$ cat config.mk
export PLATFORM = sky130hd
export DESIGN_NAME = state_transitions
export DESIGN_NICKNAME = d
export VERILOG_FILES = /design/src/rtl/vending_pkg.sv /design/src/rtl/seg_scan.sv /design/src/rtl/state_transitions.sv
export SDC_FILE = /design/constraint.sdc
export NUM_CORES = 1
export LEC_CHECK = 0
export ABC_AREA = 1
export CAP_MARGIN = 20
export CORE_MARGIN = 5
export CORE_UTILIZATION = 60
export DETAILED_ROUTE_END_ITERATION = 10
export PLACE_DENSITY = 0.87
export SKIP_CTS_REPAIR_TIMING = 1
export SLEW_MARGIN = 15
export SYNTH_ARGS = -nofsm -noshare
export SYNTH_HDL_FRONTEND = slang
export SYNTH_SLANG_ARGS = --single-unit
$ cat constraint.sdc
create_clock -name sys_clk -period 9.95 [get_ports sys_clk]
set_input_delay 2.985 -clock sys_clk [delete_from_list [all_inputs] [get_ports sys_clk]]
set_output_delay 2.985 -clock sys_clk [all_outputs]
set_load 0.05 [all_outputs]
$ cat src/rtl/vending_pkg.sv
// Shared definitions for the micro vending machine: state encodings, coin values,
// button indices, pricing and seven-segment helpers.
package vending_pkg;

  typedef enum logic [5:0] {
    ST_IDLE   = 6'b000001,
    ST_SELECT = 6'b000010,
    ST_PAY    = 6'b000100,
    ST_PAID   = 6'b001000,
    ST_CHANGE = 6'b010000,
    ST_REFUND = 6'b100000
  } state_t;

  localparam logic [7:0] COIN_ONE    = 8'd1;
  localparam logic [7:0] COIN_FIVE   = 8'd5;
  localparam logic [7:0] COIN_TEN    = 8'd10;
  localparam logic [7:0] COIN_TWENTY = 8'd20;
  localparam logic [7:0] COIN_FIFTY  = 8'd50;

  localparam int BTN_ONE     = 0;
  localparam int BTN_FIVE    = 1;
  localparam int BTN_TEN     = 2;
  localparam int BTN_TWENTY  = 3;
  localparam int BTN_FIFTY   = 4;
  localparam int BTN_GOODS   = 5;
  localparam int BTN_CONFIRM = 6;
  localparam int BTN_CHANGE  = 7;
  localparam int BTN_CANCEL  = 8;

  localparam logic [7:0] SEG_BLANK = 8'hFF;

  function automatic logic [7:0] item_cost(input logic [2:0] hi, input logic [2:0] lo,
                                           input logic [1:0] num);
    logic [3:0] unit_price;
    unit_price = {1'b0, hi} + {1'b0, lo};
    return {4'd0, unit_price} * {6'd0, num};
  endfunction

  function automatic logic [7:0] sat_add(input logic [7:0] a, input logic [7:0] b);
    logic [8:0] sum;
    sum = {1'b0, a} + {1'b0, b};
    return sum[8] ? 8'hFF : sum[7:0];
  endfunction

  // Active-low {dp,g,f,e,d,c,b,a}; anything outside 0..9 blanks the digit
  function automatic logic [7:0] seg_digit(input logic [7:0] d);
    case (d)
      8'd0:    return 8'hC0;
      8'd1:    return 8'hF9;
      8'd2:    return 8'hA4;
      8'd3:    return 8'hB0;
      8'd4:    return 8'h99;
      8'd5:    return 8'h92;
      8'd6:    return 8'h82;
      8'd7:    return 8'hF8;
      8'd8:    return 8'h80;
      8'd9:    return 8'h90;
      default: return SEG_BLANK;
    endcase
  endfunction

  function automatic logic [2:0] state_index(input state_t s);
    case (s)
      ST_IDLE:   return 3'd0;
      ST_SELECT: return 3'd1;
      ST_PAY:    return 3'd2;
      ST_PAID:   return 3'd3;
      ST_CHANGE: return 3'd4;
      ST_REFUND: return 3'd5;
      default:   return 3'd0;
    endcase
  endfunction

endpackage

$ cat src/rtl/seg_scan.sv
// Eight-digit multiplexed seven-segment scanner: need on the left, a context value
// in the middle, state index on the right; digit enables and segments registered.
module seg_scan import vending_pkg::*; #(
  parameter int SCAN_DIV = 100000
) (
  input  logic       clk,
  input  logic       rst,
  input  logic [7:0] need,
  input  logic [7:0] mid_value,
  input  logic       mid_blank,
  input  logic [2:0] state_idx,
  output logic [7:0] bit_select,
  output logic [7:0] seg_select
);

  localparam int CW = (SCAN_DIV > 1) ? $clog2(SCAN_DIV) : 1;
  localparam logic [CW-1:0] DIV_LAST = CW'(SCAN_DIV - 1);

  logic [CW-1:0] div_cnt_r;
  logic [2:0]    digit_r;
  logic [7:0]    bit_select_r;
  logic [7:0]    seg_select_r;
  logic [7:0]    seg_s;

  // Digit mux with binary-to-decimal split; leading zeros are shown
  always_comb begin
    seg_s = SEG_BLANK;
    case (digit_r)
      3'd7:    seg_s = seg_digit(need / 8'd100);
      3'd6:    seg_s = seg_digit((need / 8'd10) % 8'd10);
      3'd5:    seg_s = seg_digit(need % 8'd10);
      3'd4:    seg_s = mid_blank ? SEG_BLANK : seg_digit(mid_value / 8'd100);
      3'd3:    seg_s = mid_blank ? SEG_BLANK : seg_digit((mid_value / 8'd10) % 8'd10);
      3'd2:    seg_s = mid_blank ? SEG_BLANK : seg_digit(mid_value % 8'd10);
      3'd1:    seg_s = seg_digit(8'd0);
      3'd0:    seg_s = seg_digit({5'd0, state_idx});
      default: seg_s = SEG_BLANK;
    endcase
  end

  // Scan divider, digit pointer (right to left) and registered display pins
  always_ff @(posedge clk) begin
    if (rst) begin
      div_cnt_r    <= '0;
      digit_r      <= 3'd0;
      bit_select_r <= 8'hFE;
      seg_select_r <= SEG_BLANK;
    end else begin
      if (div_cnt_r == DIV_LAST) begin
        div_cnt_r <= '0;
        digit_r   <= digit_r + 3'd1;
      end else begin
        div_cnt_r <= div_cnt_r + {{(CW-1){1'b0}}, 1'b1};
      end
      bit_select_r <= ~(8'h01 << digit_r);
      seg_select_r <= seg_s;
    end
  end

  assign bit_select = bit_select_r;
  assign seg_select = seg_select_r;

endmodule

$ cat src/rtl/state_transitions.sv
// Vending machine controller: one-hot purchase FSM over edge-detected buttons,
// saturating money registers, and the seven-segment display scanner.
module state_transitions import vending_pkg::*; #(
  parameter int SCAN_DIV = 100000
) (
  input  logic       sys_clk,
  input  logic       sys_rst_n,
  input  logic       sys_Goods,
  input  logic       sys_Confirm,
  input  logic       sys_Change,
  input  logic       sys_Cancel,
  input  logic       in_money_one,
  input  logic       in_money_five,
  input  logic       in_money_ten,
  input  logic       in_money_twenty,
  input  logic       in_money_fifty,
  input  logic [2:0] type_SW_high,
  input  logic [2:0] type_SW_low,
  input  logic [1:0] num_SW,
  output logic [7:0] Bit_select,
  output logic [7:0] Seg_select,
  output logic [7:0] input_money_out,
  output logic [5:0] state_out,
  output logic [7:0] need_money_out,
  output logic [7:0] change_money_out
);

  logic [8:0] btn_s, prev_r, press_r;
  state_t     state_r, state_nx_s;
  logic [7:0] need_r, need_nx_s, input_r, input_nx_s, change_r, change_nx_s;
  logic [7:0] item_cost_s, coin_val_s, cart_sum_s, paid_sum_s;
  logic       ev_cancel_s, ev_change_s, ev_confirm_s, ev_goods_s, ev_coin_s;
  logic [7:0] mid_value_s;
  logic       mid_blank_s;

  assign btn_s = {sys_Cancel, sys_Change, sys_Confirm, sys_Goods, in_money_fifty,
                  in_money_twenty, in_money_ten, in_money_five, in_money_one};

  // Single winning event per cycle: Cancel > Change > Confirm > Goods > coins
  assign ev_cancel_s  = press_r[BTN_CANCEL];
  assign ev_change_s  = press_r[BTN_CHANGE] & ~press_r[BTN_CANCEL];
  assign ev_confirm_s = press_r[BTN_CONFIRM] & ~|press_r[BTN_CANCEL:BTN_CHANGE];
  assign ev_goods_s   = press_r[BTN_GOODS] & ~|press_r[BTN_CANCEL:BTN_CONFIRM];
  assign ev_coin_s    = |press_r[BTN_FIFTY:BTN_ONE] & ~|press_r[BTN_CANCEL:BTN_GOODS];

  assign item_cost_s = item_cost(type_SW_high, type_SW_low, num_SW);
  assign cart_sum_s  = sat_add(need_r, item_cost_s);
  assign paid_sum_s  = sat_add(input_r, coin_val_s);

  // Largest coin among simultaneous presses wins
  always_comb begin
    coin_val_s = 8'd0;
    if (press_r[BTN_FIFTY])       coin_val_s = COIN_FIFTY;
    else if (press_r[BTN_TWENTY]) coin_val_s = COIN_TWENTY;
    else if (press_r[BTN_TEN])    coin_val_s = COIN_TEN;
    else if (press_r[BTN_FIVE])   coin_val_s = COIN_FIVE;
    else if (press_r[BTN_ONE])    coin_val_s = COIN_ONE;
    else                          coin_val_s = 8'd0;
  end

  // Next-state and money-register update logic
  always_comb begin
    state_nx_s  = state_r;
    need_nx_s   = need_r;
    input_nx_s  = input_r;
    change_nx_s = change_r;
    case (state_r)
      ST_IDLE: begin
        if (ev_confirm_s) state_nx_s = ST_SELECT;
        else              state_nx_s = ST_IDLE;
      end
      ST_SELECT: begin
        if (ev_cancel_s) begin
          need_nx_s  = 8'd0;
          state_nx_s = ST_IDLE;
        end else if (ev_confirm_s) begin
          need_nx_s = cart_sum_s;
          if (cart_sum_s != 8'd0) state_nx_s = ST_PAY;
          else                    state_nx_s = ST_SELECT;
        end else if (ev_goods_s) begin
          need_nx_s = cart_sum_s;
        end else begin
          need_nx_s = need_r;
        end
      end
      ST_PAY, ST_PAID: begin
        if (ev_cancel_s) begin
          change_nx_s = input_r;
          state_nx_s  = ST_REFUND;
        end else if (ev_change_s && state_r == ST_PAID) begin
          change_nx_s = input_r - need_r;
          state_nx_s  = ST_CHANGE;
        end else if (ev_coin_s) begin
          input_nx_s = paid_sum_s;
          if (paid_sum_s >= need_r) state_nx_s = ST_PAID;
          else                      state_nx_s = state_r;
        end else begin
          state_nx_s = state_r;
        end
      end
      ST_CHANGE, ST_REFUND: begin
        if (ev_change_s || ev_confirm_s) begin
          need_nx_s   = 8'd0;
          input_nx_s  = 8'd0;
          change_nx_s = 8'd0;
          state_nx_s  = ST_IDLE;
        end else begin
          state_nx_s = state_r;
        end
      end
      default: begin
        need_nx_s   = 8'd0;
        input_nx_s  = 8'd0;
        change_nx_s = 8'd0;
        state_nx_s  = ST_IDLE;
      end
    endcase
  end

  // Edge detectors and FSM/money registers
  always_ff @(posedge sys_clk) begin
    if (sys_rst_n) begin
      prev_r   <= 9'd0;
      press_r  <= 9'd0;
      state_r  <= ST_IDLE;
      need_r   <= 8'd0;
      input_r  <= 8'd0;
      change_r <= 8'd0;
    end else begin
      prev_r   <= btn_s;
      press_r  <= btn_s & ~prev_r;
      state_r  <= state_nx_s;
      need_r   <= need_nx_s;
      input_r  <= input_nx_s;
      change_r <= change_nx_s;
    end
  end

  // Middle display field depends on where we are in the purchase
  always_comb begin
    mid_value_s = 8'd0;
    mid_blank_s = 1'b0;
    case (state_r)
      ST_SELECT:            mid_value_s = item_cost_s;
      ST_PAY, ST_PAID:      mid_value_s = input_r;
      ST_CHANGE, ST_REFUND: mid_value_s = change_r;
      default:              mid_blank_s = 1'b1;
    endcase
  end

  seg_scan #(.SCAN_DIV(SCAN_DIV)) u_seg_scan (
    .clk        (sys_clk),
    .rst        (sys_rst_n),
    .need       (need_r),
    .mid_value  (mid_value_s),
    .mid_blank  (mid_blank_s),
    .state_idx  (state_index(state_r)),
    .bit_select (Bit_select),
    .seg_select (Seg_select)
  );

  assign input_money_out  = input_r;
  assign state_out        = state_r;
  assign need_money_out   = need_r;
  assign change_money_out = change_r;

endmodule

==> results.cfg <==
[worst_setup_path]
cp.required_ps = 10180
cp_max_fo = 8
cp-start-kind = input port
max_stage_delay_ps = 520
critical_path_class = input port to flip-flop
critPathArrivalTime_ps = 9290
critPathCaptureType = flip-flop
cp_slowest_cell = fa_1

[yosys]
yosysMostFrequentCell = nand2_1
yosys.area.top_type = dfxtp_1
synth-seq-area-share = 0.2147
synth_top_area_frac = 0.2147
yosysWarnings = 0
ys_async_sr_fraction = 0
syn_area_mm2 = 0.007740
ys_types = 60
ys_ff_latch = 83
synth_top_cells_by_area = dfxtp_1 21%, ha_1 13%, nand2_1 11%, inv_1 8.0%, nand3_1 5.8%
synthTopCellsByCount = 234 x nand2_1, 164 x inv_1, 104 x nor2_1
syn_inst = 1166
synth_nets = 1270
avgSynthCellArea_um2 = 6.638
synth_edf_count = 0
synthFlopType = dfxtp_1

[floorplan]
initial_core_util = 0.6133
die_w_um = 123.6
core_area_mm2 = 0.01262
die_y_um = 123.6
ios = 65
rows = 41
dieArea_mm2 = 0.01527

[placed_design]
preCtsSetupSlack_ps = 560.7
port_buffers = 63
dpl.hpwl_um = 15230
dp.cells = 1386
gp_congestion = 0.9403

[cells_and_area]
drive_above_1_share = 0.1146
fillCellCount = 1061
diodes = 0
area_growth_pct = 13.92
nNetsFinal = 1329
final_cells = 1402

[grt]
antenna_found_initial = 0
grt_pass1_wl_um = 32930
grt_max_degree = 53
gr-usage-all-layers = 0.2633
grt_pass1_vias = 7445
overflow = 0

[sta]
fin_crit_sh = 0.9106
hold_ws_ps = 386.0
finalSetupTns_ps = 0
setup_viol = 0
slew_headroom = 0.2609
timing.final.hold_violations = 0
fin_ws_ps = 889.8
drv_slew = 0
fin_crit_ps = 9060
max_freq_ghz = 0.1104
finClkSkew_ps = 12.48
worst_pin_slew_ps = 1109
rsz0062_at_grt = false

[detailed_routing]
routed_wl_um = 19300
vias = 7753
via_per_inst = 5.530
drtAntennaViolNets = 0
drtIter0Drc = 585
wire_per_inst_um = 13.76
drcViolationCount = 0
dr.pass1.iters = 6

[pwr]
totalPowerFinal_w = 0.0007792
leakagePower_nw = 4.336
power_per_cell_area_mw_per_mm2 = 88.38
peakVddDrop_uv = 116.7

[status]
status = finished clean

[clocking]
htree_levels = 3
clk_latency_ps = 350
cts_root_buf = clkbuf_16
cts-buffers-inserted = 9
cts_buffer_depth = 2
clkTransAtPathRegs_ps = 60
cts_tree = done
clock-sinks = 83

[worst_hold_path]
hp-class = flip-flop to flip-flop

[job]
drv_cap = 0
-- sequential cells by signal (all words and copies together), names as in the netlist --
name / flops
u_seg_scan.digit_r: 3
need_money_out: 8
input_money_out: 8
change_money_out: 8
u_seg_scan.seg_select: 7
state_out: 6
prev_r: 9
press_r: 9
u_seg_scan.bit_select: 8
u_seg_scan.div_cnt_r: 17
-- cell families after synthesis --
logic type,share of synthesized area
other,0.0004845
AND/OR/NAND/NOR,0.3710
flip-flops,0.2147
adder cells (fa/ha/maj),0.1423
AO/OA/AOI/OAI,0.1392
buffers and inverters,0.1030
XOR/XNOR,0.02813
multiplexers,0.001293
-- per-layer routing --
metal | wire length, um | up-vias | global-route usage | share of wire
li1 | - | 3896 | - | -
met1 | 8070 | 3542 | 0.3213 | 0.42
met2 | 9477 | 266 | 0.4601 | 0.49
met3 | 1126 | 49 | 0.03996 | 0.058
met4 | 622 | 0 | 0.1135 | 0.032
met5 | 0 | - | 0 | 0
-- layout by cell type, fill, tap and decap left out, types with 6 or more instances in the layout --
master	n
a21oi_1	69
clkbuf_16	9
clkdlybuf4s50_1	62
dfxtp_1	83
ha_1	80
inv_1	164
inv_2	25
nand2_1	234
nand2_2	38
nand2_4	21
nand3_1	90
nand3_2	7
nand4_1	15
nor2_1	104
nor2_2	6
nor3_1	31
o211ai_1	8
o21a_1	6
o21ai_0	58
o21ai_1	10
xnor2_1	6
xor2_1	17
-- worst paths after layout --
check             startpoint                  endpoint  slack (ps)  cells past startpoint
min reg2reg        prev_r[8]                press_r[8]         390                      1
max          type_SW_high[0]  u_seg_scan.seg_select[3]         890                     50
max reg2reg     state_out[0]  u_seg_scan.seg_select[3]        4460                     47
min                prev_r[8]                press_r[8]         390                      1
-- worst max-delay path, delay by kind of cell --
kind	cells	cell delay (ps)
simple gates	32	2880
compound gates	3	520
fa+ha+maj	6	1730
buf+inv	8	1000
xor+xnor	1	160
-- area by class of cell --
class	count	area, um^2	share of cell area
inverter	193	728.2	0.08259
timing repair buffer	64	633.1	0.07180
tap	172	215.2	0.02441
clock inverter	4	31.28	0.003548
sequential	83	1662	0.1884
multi-input combinational	874	5281	0.5990
clock buffer	12	266.5	0.03023
-- per-stage QoR --
step / utilization / area, um^2
after floorplan: - / 7740
after global placement: 0.6751 / 8519
after detailed placement: 0.6751 / 8519
after CTS: 0.6987 / 8817
after global routing: 0.6987 / 8817
final: 0.6987 / 8817
-- report_power, final --
group          leakage [nW]  internal, W  switching [W]  total (W)
Sequential            0.676     0.000339     0.00000402   0.000343
Combinational          3.51    0.0000361      0.0000639  0.0000999
Clock                 0.149     0.000191       0.000145   0.000336
No activity file was read; power rests on OpenSTA's default activity.
